$ cat src/rtl/truth_table_sequencer_pkg.sv
// Shared types and helpers for the truth-table input sequencer.
package tt_seq_pkg;

    typedef enum logic [0:0] {
        ST_RUN   = 1'b0,
        ST_PAUSE = 1'b1
    } state_e;

    localparam int DWELL_CNT_W = 32;

    function automatic int unsigned ms_to_cycles(input int unsigned clk_hz, input int unsigned ms);
        return (clk_hz / 1000) * ms;
    endfunction

endpackage

$ cat src/rtl/truth_table_sequencer_btn_debounce.sv
// Raw push-button conditioner: 2-flop synchronizer, stability counter and
// a one-cycle event on each debounced rising edge.
module btn_debounce #(
    parameter int unsigned DEBOUNCE_CYCLES = 1
) (
    input  logic clk,
    input  logic rst,
    input  logic btn_raw_i,
    output logic rise_o
);

    localparam int CNT_W = (DEBOUNCE_CYCLES > 1) ? $clog2(DEBOUNCE_CYCLES) : 1;
    localparam logic [CNT_W-1:0] CNT_LAST = CNT_W'(DEBOUNCE_CYCLES - 1);

    logic             sync1_q, sync2_q;
    logic             level_q, level_d;
    logic             rise_q, rise_d;
    logic [CNT_W-1:0] cnt_q, cnt_d;

    // The event is registered together with the level change so the
    // consumer acts one cycle after the debounced level moves.
    always_comb begin
        level_d = level_q;
        rise_d  = 1'b0;
        cnt_d   = '0;
        if (sync2_q != level_q) begin
            if (cnt_q == CNT_LAST) begin
                level_d = sync2_q;
                rise_d  = sync2_q;
            end else begin
                cnt_d = cnt_q + CNT_W'(1);
            end
        end
    end

    always_ff @(posedge clk or posedge rst) begin
        if (rst) begin
            sync1_q <= 1'b0;
            sync2_q <= 1'b0;
            level_q <= 1'b0;
            rise_q  <= 1'b0;
            cnt_q   <= '0;
        end else begin
            sync1_q <= btn_raw_i;
            sync2_q <= sync1_q;
            level_q <= level_d;
            rise_q  <= rise_d;
            cnt_q   <= cnt_d;
        end
    end

    assign rise_o = rise_q;

endmodule

$ cat src/rtl/truth_table_sequencer.sv
// Steps the N_VARS-bit demo input vector through all combinations with a
// programmable dwell; buttons give run/pause, step and clear.
// Define TT_AUTO_STOP_EN to stop in PAUSE after every wrap (single sweep).
//
// state    | meaning
// ST_RUN   | dwell counter runs, vec advances on each dwell expiry
// ST_PAUSE | dwell counter held, vec moves only by step or clear
module truth_table_sequencer
    import tt_seq_pkg::*;
#(
    parameter int unsigned N_VARS      = 2,
    parameter int unsigned CLK_HZ      = 50000000,
    parameter int unsigned DWELL_MS    = 2000,
    parameter int unsigned DEBOUNCE_MS = 20
) (
    input  logic              clk,
    input  logic              rst,
    input  logic              btn_run,
    input  logic              btn_step,
    input  logic              btn_clear,
    output logic [N_VARS-1:0] vec,
    output logic              vec_valid,
    output logic              running,
    output logic              wrap
);

    localparam int unsigned DWELL_CYCLES    = ms_to_cycles(CLK_HZ, DWELL_MS);
    localparam int unsigned DEBOUNCE_CYCLES = ms_to_cycles(CLK_HZ, DEBOUNCE_MS);
    localparam logic [DWELL_CNT_W-1:0] DWELL_LAST = DWELL_CNT_W'(DWELL_CYCLES - 1);

    state_e                  state_q, state_d;
    logic [N_VARS-1:0]       vec_q, vec_d;
    logic [DWELL_CNT_W-1:0]  dwell_q, dwell_d;
    logic                    vec_valid_q, vec_valid_d;
    logic                    wrap_q, wrap_d;

    logic run_ev, step_ev, clear_ev;
    logic expire, advance;

    btn_debounce #(.DEBOUNCE_CYCLES(DEBOUNCE_CYCLES)) u_db_run (
        .clk       (clk),
        .rst       (rst),
        .btn_raw_i (btn_run),
        .rise_o    (run_ev)
    );

    btn_debounce #(.DEBOUNCE_CYCLES(DEBOUNCE_CYCLES)) u_db_step (
        .clk       (clk),
        .rst       (rst),
        .btn_raw_i (btn_step),
        .rise_o    (step_ev)
    );

    btn_debounce #(.DEBOUNCE_CYCLES(DEBOUNCE_CYCLES)) u_db_clear (
        .clk       (clk),
        .rst       (rst),
        .btn_raw_i (btn_clear),
        .rise_o    (clear_ev)
    );

    assign expire  = (state_q == ST_RUN) && (dwell_q == DWELL_LAST);
    assign advance = expire || ((state_q == ST_PAUSE) && step_ev);

    always_comb begin
        state_d     = state_q;
        vec_d       = vec_q;
        dwell_d     = dwell_q;
        vec_valid_d = 1'b0;
        wrap_d      = 1'b0;

        if (state_q == ST_RUN) begin
            dwell_d = expire ? '0 : dwell_q + DWELL_CNT_W'(1);
        end

        // Clear beats any advance landing in the same cycle.
        if (clear_ev) begin
            vec_d       = '0;
            dwell_d     = '0;
            vec_valid_d = (vec_q != '0);
        end else if (advance) begin
            vec_d       = vec_q + N_VARS'(1);
            dwell_d     = '0;
            vec_valid_d = 1'b1;
            wrap_d      = &vec_q;
        end

        if (run_ev) begin
            state_d = (state_q == ST_RUN) ? ST_PAUSE : ST_RUN;
        end

`ifdef TT_AUTO_STOP_EN
        if (wrap_d) begin
            state_d = ST_PAUSE;
        end
`endif
    end

    always_ff @(posedge clk or posedge rst) begin
        if (rst) begin
            state_q     <= ST_RUN;
            vec_q       <= '0;
            dwell_q     <= '0;
            vec_valid_q <= 1'b0;
            wrap_q      <= 1'b0;
        end else begin
            state_q     <= state_d;
            vec_q       <= vec_d;
            dwell_q     <= dwell_d;
            vec_valid_q <= vec_valid_d;
            wrap_q      <= wrap_d;
        end
    end

    assign vec       = vec_q;
    assign vec_valid = vec_valid_q;
    assign wrap      = wrap_q;
    assign running   = (state_q == ST_RUN);

endmodule

$ cat config.mk
export PLATFORM = sky130hd
export DESIGN_NAME = truth_table_sequencer
export DESIGN_NICKNAME = d
export VERILOG_FILES = /design/src/rtl/truth_table_sequencer_pkg.sv /design/src/rtl/truth_table_sequencer_btn_debounce.sv /design/src/rtl/truth_table_sequencer.sv
export SDC_FILE = /design/constraint.sdc
export NUM_CORES = 1
export LEC_CHECK = 0
export CAP_MARGIN = 20
export CORE_MARGIN = 2
export CORE_UTILIZATION = 56
export DETAILED_ROUTE_END_ITERATION = 7
export GPL_ROUTABILITY_DRIVEN = 0
export PLACE_DENSITY = 0.84
export SLEW_MARGIN = 10
export SYNTH_ARGS = -nofsm -noshare
export SYNTH_HDL_FRONTEND = slang
export SYNTH_HIERARCHICAL = 1
export SYNTH_SLANG_ARGS = --single-unit
$ cat constraint.sdc
create_clock -name clk -period 1.8 [get_ports clk]
set_input_delay 0.18 -clock clk [delete_from_list [all_inputs] [get_ports clk]]
set_output_delay 0.18 -clock clk [all_outputs]
set_load 0.005 [all_outputs]
; ---- Yosys cells after proc, flatten, opt, wreduce, memory -nomap -nowiden
; Cells that the tools add are included.
[word_totals]
reg_bits = 109
input_bits = 5
out_inout_bits = 5
word_cells = 66
[classes]
n_addsub = 5
eq_ne = 8
mux = 23
n_bitwise = 1
n_reduce_logical = 9
[op_table]
columns = op, count
row1 = $mux W32, 4
row2 = $mux W20, 6
row3 = $add A20 B1 Y20 const B, 3
row4 = $eq A20 B20 Y1 const B, 3
row5 = $add A32 B1 Y32 const B, 1
row6 = $eq A32 B27 Y1 const B, 1
row7 = $mux W1, 11
row8 = $reduce_and A2 Y1, 4
row9 = $mux W2, 2
row10 = $reduce_bool A2 Y1, 2
row11 = $ne A1 B1 Y1, 3
row12 = $ne A3 B1 Y1 const B, 1
row13 = $add A2 B1 Y2 const B, 1
row14 = $logic_and A1 B1 Y1, 2
row15 = $logic_or A1 B1 Y1, 1
row16 = $not A1 Y1, 1

; ---- Longest topological paths before layout
; Gate-level depths: netlist (run 1).
[logic_depth]
ltp_word = 6
depth_mapped = 7
ltp_nobuf = 5

; ---- Modules after synthesis
; The synthesis (run 1) kept the hierarchy.
[modules_own_cells]
columns = module, n_inst, cells_per_inst, area_per_inst_um2, seq_area_each_um2
row1 = btn_debounce, 3, 108, 1188.6, 600.6
row2 = truth_table_sequencer, 1, 202, 1990.7, 925.9

; ---- Worst setup path before layout (run 1)
; Ideal clock, no wire load.
[synth_timing]
kind = register to register
start = register u_db_clear.cnt_q[11]
end = register u_db_clear.level_q
setup_ps = 125
arrival_time_ps = 1659
required_ps = 1675
setup_slack_ps = 16
stages_incl_launch_ff = 5
path_buffers = 0
synth_period_minus_slack_ps = 1784
cell_sequence = dfrtp_1 -> nor4_2 -> nand4_2 -> or4_4 -> mux2_4
[synth_via]
elab_chain_len = 2
[synth_lines]
columns = item, line_no
row1 = from (decl), truth_table_sequencer_btn_debounce.sv:18  ; logic [CNT_W-1:0] cnt_q, cnt_d;
row2 = from (signal assigned), truth_table_sequencer_btn_debounce.sv:48  ; cnt_q <= cnt_d;
row3 = $eq A20 B20 Y1, truth_table_sequencer_btn_debounce.sv:27  ; if (cnt_q == CNT_LAST) begin
row4 = $reduce_and A2 Y1 (no source line), -
row5 = to (signal assigned), truth_table_sequencer_btn_debounce.sv:46  ; level_q <= level_d;
row6 = to (decl), truth_table_sequencer_btn_debounce.sv:16  ; logic level_q, level_d;
; Every way passes these cells.
; A chain may end at the register's enable or synchronous reset.

; ---- Worst setup path in the final report (run 1)
[layout_timing]
start = register u_db_run.cnt_q[17]
end = register u_db_run.cnt_q[19]
[layout_via]
elab_chain_len = 3
elab_cells_between_ends = 4
cone_classes = add/sub: 1 / eq/ne: 1 / mux: 2
[layout_lines]
columns = item, line_no
row1 = from (decl), truth_table_sequencer_btn_debounce.sv:18
row2 = from (signal assigned), truth_table_sequencer_btn_debounce.sv:48
row3 = $add A20 B1 Y20 / $eq A20 B20 Y1 (equally long branches), "truth_table_sequencer_btn_debounce.sv:31, truth_table_sequencer_btn_debounce.sv:27"
row4 = $mux W20 *, truth_table_sequencer_btn_debounce.sv:27
row5 = $mux W20 *, truth_table_sequencer_btn_debounce.sv:26  ; if (sync2_q != level_q) begin
row6 = via u_db_run.cnt_d[19], truth_table_sequencer_btn_debounce.sv:18
; The timed path passes the listed nets; every way through them passes the cells marked *.

==> results.yml, run 1 <==
synth:
  synthCells: 526
  synthFlopType: "dfrtp_1"
  yosysSeqAreaShare_pct: 49.1
  synthDominantCellAreaShare_pct: 49.1
  synth.largest_area_cell: "dfrtp_1"
  synth_edf_count: 0
  netlist_area_sq_um: 5560
  synth_area_leaders: "dfrtp_1, xor2_1, nor2_1, xnor2_1, a21oi_1"
  synth-warning-count: 6
  ys_ff_latch: 109
  synth.avg_cell_area_sq_um: 10.6
  yosysUniqueCellTypes: 45
  async_flop_share_pct: 100
  syn_nets: 537
timing:
  max_slew_margin_pct: 68.2
  fin_worst_skew_ns: 0.0119
  holdWs_ns: 0.216
  period_share_pct: 101
  slew_violations: 0
  fin_crit_ns: 1.82
  setup_slack_ns: -0.0232
  setup_viol: 11
  rsz0062_at_grt: "yes"
  max_freq_mhz: 548
  worst_pin_slew_ns: 0.477
  finalHoldViolCount: 0
routing:
  wl_met3_um: 554
  ant_nets: 0
  dr_total_vias: 4494
  wl_met1_um: 5270
  drt-initial-drc-count: 242
  dr.pass1.iters: 5
  wl_met2_um: 6210
  wl_per_cell_um: 16.0
  avgViaCountPerCell: 5.87
  routed_wl_um: 12300
  top_layer_used: "met4"
  drc: 0
floorplanning:
  die_area_sq_um: 10700
  core_area_sq_um: 9680
  start_util_pct: 57.4
  die_h_um: 104
  rows: 36
  die_w_um: 104
  io_pins: 10
layout:
  diodes: 0
  area_growth_syn_to_layout_pct: 22.7
  nets: 639
  final_common_cell: "dfrtp_1"
  n_fill_cell: 689
  final_cell_mix: "dfrtp_1, buf_4, nor2_1, xor2_1, a21oi_1"
  layout.cells.non_filler: 766
  drive_gt1_share_pct: 25.6
  design_area_sq_um: 6820
clock_network:
  cts_inserted_buffers: 9
  clk_pin_slew_worst_paths_ns: 0.10
  clockBufferDepth: 2
  cts_sinks: 109
  htreeDepth: 3
  root_buffer: "clkbuf_8"
  postCtsHoldBufs: 0
  worstSkewPairLatency_ns: 0.39
  cts_tree: "yes"
place:
  dp_slack_ns: -0.0208
  io_buffer_count: 9
  hpwl_um: 7820
  placed_area_sq_um: 6290
  placed_cells: 725
global_route:
  grt_pass1_vias: 4303
  antenna_found_initial: 0
  grt_pass1_wl_um: 19500
  gr-total-overflow: 0
  grt_max_degree: 38
  grt.total_usage_pct: 21.9
critical_path:
  crit_fanout: 7
  end_kind: "flop"
  worstPathArrival_ns: 2.09
  worstSetupPathType: "flop to flop"
  crit_path_start_kind: "flop"
  required_ns: 2.06
pwr:
  power_leakage_nw: 3.05
  p_total_mw: 4.01
  irDropWorstVdd_uv: 629
  p_per_area_nw_per_um2: 589
flow_run:
  maxCapViolations: 0
worst_hold_path:
  hold_class: "input port to async pin"
status:
  status: "complete, but fails checks"
  violations: "setup timing"
kinds of logic (layout without fill, tap and decap cells):
group	count (synthesis)	after routing	share of synthesized area, %
xor gates and xnor gates	55	55	8.67
muxes	9	9	1.91
AOI/OAI and AO/OA	71	71	9.03
DFF	109	109	49.1
adders and majority gates	6	6	1.35
buffers and inverters	30	135	2.61
and+or+nand+nor	246	248	27.3
metal layers:
metal	global-route usage, %	vias to the layer above
li1	-	2119
met1	28.1	2230
met2	36.4	121
met3	5.66	24
met4	7.63	0
met5	0	-
where the power goes:
part | switching, mW | internal, mW
Clock | 0.857 | 0.514
Sequential | 0.0217 | 2.47
Combinational | 0.0932 | 0.0591
flip-flops by register name, summed over array words and instances, names as in the netlist, 2 cells and up:
name and flops:
vec 2, dwell_q 32, u_db_run/cnt_q 20, u_db_step/cnt_q 20
u_db_clear/cnt_q 20
critical path: stages, from the launching register on:
cell and delay, ns:
dfrtp_1 0.38, nand3_2 0.09, or3_4 0.39, buf_4 0.15, o41ai_4 0.39, buf_4 0.23, a21oi_1 0.06
cell usage after synthesis, drive strengths merged (2+ instances only):
| master | instances |
|---|---|
| a21oi | 33 |
| and2 | 3 |
| and3 | 14 |
| and4 | 10 |
| buf | 10 |
| clkbuf | 4 |
| dfrtp | 109 |
| ha | 6 |
| inv | 16 |
| mux2 | 4 |
| mux2i | 5 |
| nand2 | 32 |
| nand3 | 28 |
| nand4 | 25 |
| nand4bb | 3 |
| nor2 | 64 |
| nor3 | 6 |
| nor3b | 4 |
| nor4 | 12 |
| nor4bb | 3 |
| o21ai | 13 |
| o31a | 2 |
| o31ai | 17 |
| o41ai | 3 |
| or2 | 3 |
| or3 | 15 |
| or4 | 21 |
| xnor2 | 23 |
| xor2 | 32 |
area by class of cell:
type	count	area, sq um	area share (%)
Clock inverter	6	46.3	0.679
Inverter	16	60.1	0.881
Multi-Input combinational cell	389	2840	41.6
Tap cell	133	166	2.44
Timing Repair Buffer	103	853	12.5
Clock buffer	10	128	1.87
Sequential cell	109	2730	40.0
stage by stage:
step | TNS [ns] | utilization, %
2_1_floorplan | 0 | -
3_3_place_gp | 0 | 64.9
3_5_place_dp | -0.0208 | 64.9
4_1_cts | 0 | 67.3
5_1_grt | -0.790 | 70.4
6_report | -0.120 | 70.4
what timing repair did:
item | CTS | global route
gates cloned | 0 | 4
setup endpoints to repair | 2 | 85
resized for setup | 1 | 31
pin swaps | 5 | 11
buffers inserted | 6 | 15
worst paths after layout:
kind                                    start                  to  slack, ns  cells after the start
hold reg to reg            u_db_clear/sync1_q  u_db_clear/sync2_q       0.36                      0
max in group asynchronous                 rst         dwell_q[15]       1.12                      3
setup reg to reg           u_db_run/cnt_q[17]  u_db_run/cnt_q[19]      -0.02                      6
min in group clk                    btn_clear  u_db_clear/sync1_q       0.22                      1
hold / removal                            rst  u_db_run/cnt_q[15]       0.22                      2
setup / recovery           u_db_run/cnt_q[17]  u_db_run/cnt_q[19]      -0.02                      6
Note: power is estimated with default switching activity, not from simulation.
==> run 2: changes to the inputs <==
--- a/config.mk
+++ b/config.mk
@@ -6,7 +6,6 @@
 export NUM_CORES = 1
 export LEC_CHECK = 0
 export CAP_MARGIN = 20
-export CORE_MARGIN = 2
 export CORE_UTILIZATION = 56
 export DETAILED_ROUTE_END_ITERATION = 7
 export GPL_ROUTABILITY_DRIVEN = 0
==> run 2 against run 1 <==
Against the previous run:
- the flow still finishes with violations (setup timing)
- wire length up 6.1%
- sequential share of layout area down 0.051 points
- sequential power about the same
- die area shrank 3.8%
- final area rose by 0.13%
- largest cell class unchanged
- critical path type unchanged
- register-to-register slack got worse by 0.04 ns
- critical path depth did not move
- utilization rose by 2.1 points
- count of clock-buffer cells in the layout rose by 1
- worst setup slack got worse by 0.039 ns
- cell count is 2.0% lower
==> results.yml, run 2 (synthesis results as in run 1) <==
clock_network:
  htreeDepth: 3
  cts_inserted_buffers: 9
  root_buffer: "clkbuf_8"
  postCtsHoldBufs: 0
  clockBufferDepth: 2
  worstSkewPairLatency_ns: 0.38
  cts_tree: "yes"
  cts_sinks: 109
  clk_pin_slew_worst_paths_ns: 0.10
routing:
  dr.pass1.iters: 4
  wl_per_cell_um: 17.3
  top_layer_used: "met4"
  dr_total_vias: 4562
  drc: 0
  drt-initial-drc-count: 178
  wl_met3_um: 562
  ant_nets: 0
  wl_met1_um: 5210
  routed_wl_um: 13000
  wl_met2_um: 6950
  avgViaCountPerCell: 6.07
critical_path:
  reg2reg_to: "dwell_q[11]"
  worstSetupPathType: "flop to flop"
  reg2reg_from: "dwell_q[19]"
  required_ns: 2.07
  end_kind: "flop"
  worstPathArrival_ns: 2.13
  crit_fanout: 7
  rr_worst_depth: 6
  crit_start: "dwell_q[19]"
  r2r_slack_ns: -0.06
  crit_path_start_kind: "flop"
worst_hold_path:
  hold_end: "u_db_step/sync1_q"
  hold_class: "input port to flop"
  min_delay_path_depth: 1
  min_from: "btn_step"
global_route:
  grt_pass1_wl_um: 19800
  grt.total_usage_pct: 24.3
  grt_max_degree: 38
  gr-total-overflow: 0
  antenna_found_initial: 0
  grt_pass1_vias: 4465
floorplanning:
  die_w_um: 102
  start_util_pct: 59.0
  die_area_sq_um: 10300
  core_area_sq_um: 9420
  io_pins: 10
  die_h_um: 102
  rows: 35
status:
  status: "complete, but fails checks"
  violations: "setup timing"
timing:
  finalHoldViolCount: 0
  fin_crit_ns: 1.86
  tns_ns: -1.36
  worst_pin_slew_ns: 0.478
  setup_viol: 34
  slew_violations: 0
  max_freq_mhz: 537
  setup_slack_ns: -0.0619
  period_share_pct: 103
  fin_worst_skew_ns: 0.00882
  rsz0062_at_grt: "yes"
  max_slew_margin_pct: 68.2
layout:
  drive_gt1_share_pct: 27.3
  final_cell_mix: "dfrtp_1, buf_4, nor2_1, xor2_1, nand2_1"
  diodes: 0
  nets: 628
  n_fill_cell: 629
  top_register: "dwell_q"
  largest_reg_flops: 32
  area_growth_syn_to_layout_pct: 22.8
  final_common_cell: "dfrtp_1"
pwr:
  irDropWorstVdd_uv: 626
  power_leakage_nw: 3.00
  p_total_mw: 4.25
  p_per_area_nw_per_um2: 622
place:
  io_buffer_count: 9
  hpwl_um: 8050
flow_run:
  maxCapViolations: 0
-- run 2: cell types whose count changed in the layout (fill, tap and decap cells not counted), moves of 2 or more --
cell / delta
a21oi_1: -13
a21oi_2: +13
and4_2: +2
and4_4: -2
buf_12: -2
buf_4: -9
buf_6: +3
bufinv_16: +2
nand4_4: -2
nor3b_1: -2
nor3b_2: +2
nor4_1: -2
-- run 2: worst max path at each step --
| stage | to | slack [ns] | cells after the start |
|---|---|---|---|
| after floorplan | u_db_clear/level_q | 0.02 | 4 |
| after global placement | dwell_q[19] | -0.01 | 5 |
| after detailed placement | dwell_q[19] | -0.08 | 5 |
| after CTS | dwell_q[28] | 0.003 | 4 |
| after global routing | dwell_q[26] | -0.12 | 5 |
| final | dwell_q[11] | -0.06 | 6 |
-- run 2: timing repair --
action,4_1_cts,5_1_grt
hold endpoints to repair,0,0
endpoints found under the setup margin,36,69
cloned,0,2
buffers inserted,3,10
pin swaps,5,11
resized for setup,4,51
-- run 2: where the power goes --
group	internal [mW]	switching, mW	total [mW]
Clock	0.790	0.819	1.61
Sequential	2.47	0.0264	2.50
Combinational	0.0536	0.0901	0.144
-- run 2: area by class of cell --
cell class,instances,area [sq um],area share (%)
inverter,16,60.1,0.880
sequential,109,2730,40.0
timing repair buffer,93,747,10.9
multi-input combinational,388,2910,42.7
tap,129,161,2.36
clock buffer,11,131,1.92
clock inverter,5,83.8,1.23
-- run 2: layer usage --
layer	up-vias	GRT usage [%]
met5	-	0
met2	140	42.3
li1	2091	-
met4	0	9.70
met1	2294	29.2
met3	37	5.31
-- run 2: worst max-delay path, cell delays in order (launching register included) --
cell	delay [ns]
dfrtp_1	0.43
nor4b_4	0.33
nand4_1	0.24
o311ai_4	0.37
buf_6	0.18
buf_6	0.14
nor2_1	0.06
-- run 2: metrics by stage --
| step | util, % | instance area, sq um | setup WS (ns) | hold slack [ns] | cells |
|---|---|---|---|---|---|
| detailed placement | 66.4 | 6250 | -0.0812 | 0.336 | 720 |
| global route | 72.5 | 6830 | -0.122 | 0.219 | 751 |
| global placement | 66.4 | 6250 | -0.0114 | 0.335 | 720 |
| floorplan | - | 5560 | 0.0160 | 0.195 | 526 |
| finish | 72.5 | 6830 | -0.0619 | 0.236 | 751 |
| CTS | 69.0 | 6500 | 0.00284 | 0.224 | 739 |
==> run 3: changes to the inputs <==
--- a/config.mk
+++ b/config.mk
@@ -5,11 +5,12 @@
 export SDC_FILE = /design/constraint.sdc
 export NUM_CORES = 1
 export LEC_CHECK = 0
+export ABC_CLOCK_PERIOD_IN_PS = 1800
 export CAP_MARGIN = 20
-export CORE_UTILIZATION = 56
+export CORE_UTILIZATION = 25
 export DETAILED_ROUTE_END_ITERATION = 7
 export GPL_ROUTABILITY_DRIVEN = 0
-export PLACE_DENSITY = 0.84
+export PLACE_DENSITY = 0.48
 export SLEW_MARGIN = 10
 export SYNTH_ARGS = -nofsm -noshare
 export SYNTH_HDL_FRONTEND = slang
==> run 3 against run 2 <==
Against the previous run:
- the run now ends clean
- sequential power about the same
- register-to-register slack better by 0.08 ns
- die area up 120%
- cell count up 23%
- global-route usage down 13 points
- power up 7.2%
- sequential share of layout area down 1.6 points
- maximum frequency up 4.3%
- critical path depth down 2
- critical path type unchanged
- largest cell class unchanged
==> results.yml, run 3 (synthesis results as in run 1) <==
timing:
  slew_violations: 0
  period_share_pct: 99.1
  worst_pin_slew_ns: 0.494
  setup_viol: 0
  tns_ns: 0
  rsz0062_at_grt: "yes"
  fin_worst_skew_ns: 0.00703
  max_freq_mhz: 560
  max_slew_margin_pct: 67.1
  fin_crit_ns: 1.78
  finalHoldViolCount: 0
pwr:
  clkPwrFrac_pct: 42.1
  swShare_pct: 23.7
  p_total_mw: 4.56
  p_per_area_nw_per_um2: 640
  irDropWorstVdd_uv: 352
  seq_power_share_pct: 54.7
  power.net_switching_mw: 1.08
  p_int_mw: 3.48
  pwr-share-comb_pct: 3.2
  power_leakage_nw: 3.11
critical_path:
  end_kind: "flop"
  crit_slowest_cell: "or4_4"
  worstSetupPathType: "flop to flop"
  required_ns: 2.05
  worstPathArrival_ns: 2.03
  crit_path_start_kind: "flop"
  reg2reg_from: "u_db_run/cnt_q[17]"
  crit_fanout: 4
  slowest_delay_ns: 0.52
  path_cells: "nand3_2 -> or3_4 -> or4_4 -> mux2_4"
  crit_start: "u_db_run/cnt_q[17]"
global_route:
  grt_pass1_wl_um: 21000
  gr-total-overflow: 0
  grt.total_usage_pct: 11.6
  antenna_found_initial: 0
  grt_max_degree: 38
  grt_pass1_vias: 4357
floorplanning:
  core_area_sq_um: 21800
  die_h_um: 151
  io_pins: 10
  start_util_pct: 25.5
  rows: 54
  die_area_sq_um: 22800
  die_w_um: 151
layout:
  largest_reg_flops: 32
  nets: 647
  area_growth_syn_to_layout_pct: 28.1
  final_cell_mix: "dfrtp_1, buf_4, nor2_1, nand2_1, xor2_1"
  top_register: "dwell_q"
  final_common_cell: "dfrtp_1"
  diodes: 0
  drive_gt1_share_pct: 26.8
  n_fill_cell: 2233
routing:
  wl_per_cell_um: 13.7
  dr.pass1.iters: 7
  drt-initial-drc-count: 173
  routed_wl_um: 12600
  dr_total_vias: 4357
  avgViaCountPerCell: 4.73
  drc: 0
  ant_nets: 0
clock_network:
  clk_pin_slew_worst_paths_ns: 0.07
  root_buffer: "clkbuf_16"
  clockBufferDepth: 2
  worstSkewPairLatency_ns: 0.36
  postCtsHoldBufs: 0
  htreeDepth: 3
  cts_inserted_buffers: 9
  cts_sinks: 109
  cts_tree: "yes"
place:
  io_buffer_count: 9
  hpwl_um: 8250
worst_hold_path:
  min_from: "btn_clear"
  hold_class: "input port to flop"
status:
  status: "finished clean"
flow_run:
  maxCapViolations: 0
run 3: changes by cell type in the layout (fill, tap and decap cells not counted), sizes merged:
cell	change
nand4	+1
clkbuf	-1
buf	+18
bufinv	-2
clkinv	+3
run 3: timing repair:
item	in CTS	in global routing
endpoints found under the setup margin	23	72
pin swaps	7	16
buffers inserted	4	16
resized for setup	2	36
gates cloned	0	6
run 3: critical path, delay by kind of cell (launching register included):
family | cells | cell delay, ns
DFF | 1 | 0.38
muxes | 1 | 0.31
and+or+nand+nor | 3 | 0.98
run 3: path summary, 6_finish.rpt:
kind	cells after the start	to	slack, ns
max	4	u_db_run/level_q	0.02
min	1	u_db_clear/sync1_q	0.25
max reg2reg	4	u_db_run/level_q	0.02
min reg2reg	0	u_db_step/sync2_q	0.35
max in group asynchronous	3	dwell_q[16]	1.10
min in group asynchronous	3	u_db_run/cnt_q[19]	0.28
run 3: stage by stage:
step           setup WS (ns)  utilization, %  std cells  hold WS (ns)  cell area [sq um]
2_1_floorplan         0.0160               -        526         0.195               5560
3_3_place_gp         0.00863            29.8        879         0.332               6500
3_5_place_dp         -0.0205            29.8        879         0.335               6500
4_1_cts              0.00722            31.2        899         0.238               6810
5_1_grt              -0.0368            32.6        921         0.237               7120
6_report              0.0154            32.6        921         0.253               7120
run 3: final cells by class:
cell class                 count  area [sq um]  share of cell area (%)
clock inverter                 6          48.8                   0.686
sequential                   109          2730                    38.3
multi-input combinational    389          2810                    39.4
tap                          280           350                    4.92
timing repair buffer         111           896                    12.6
clock buffer                  10           229                    3.22
inverter                      16          60.1                   0.844
run 3: routing by layer:
metal / vias to the layer above / track usage, % / share of wire, %
li1: 2131 / - / -
met2: 54 / 19.0 / 48
met3: 10 / 3.25 / 3.1
met1: 2162 / 14.9 / 48
met4: 0 / 2.90 / 0.89
met5: - / 0 / 0
run 3: power by group through the flow:
stage               Clock (mW)  Sequential [mW]  Combinational, mW
detailed placement           0             2.54              0.140
finish                    1.92             2.49              0.148
global route              2.09             2.50              0.171
global placement             0             2.54              0.140
floorplan                    0             2.53             0.0897
CTS                       2.00             2.49              0.143
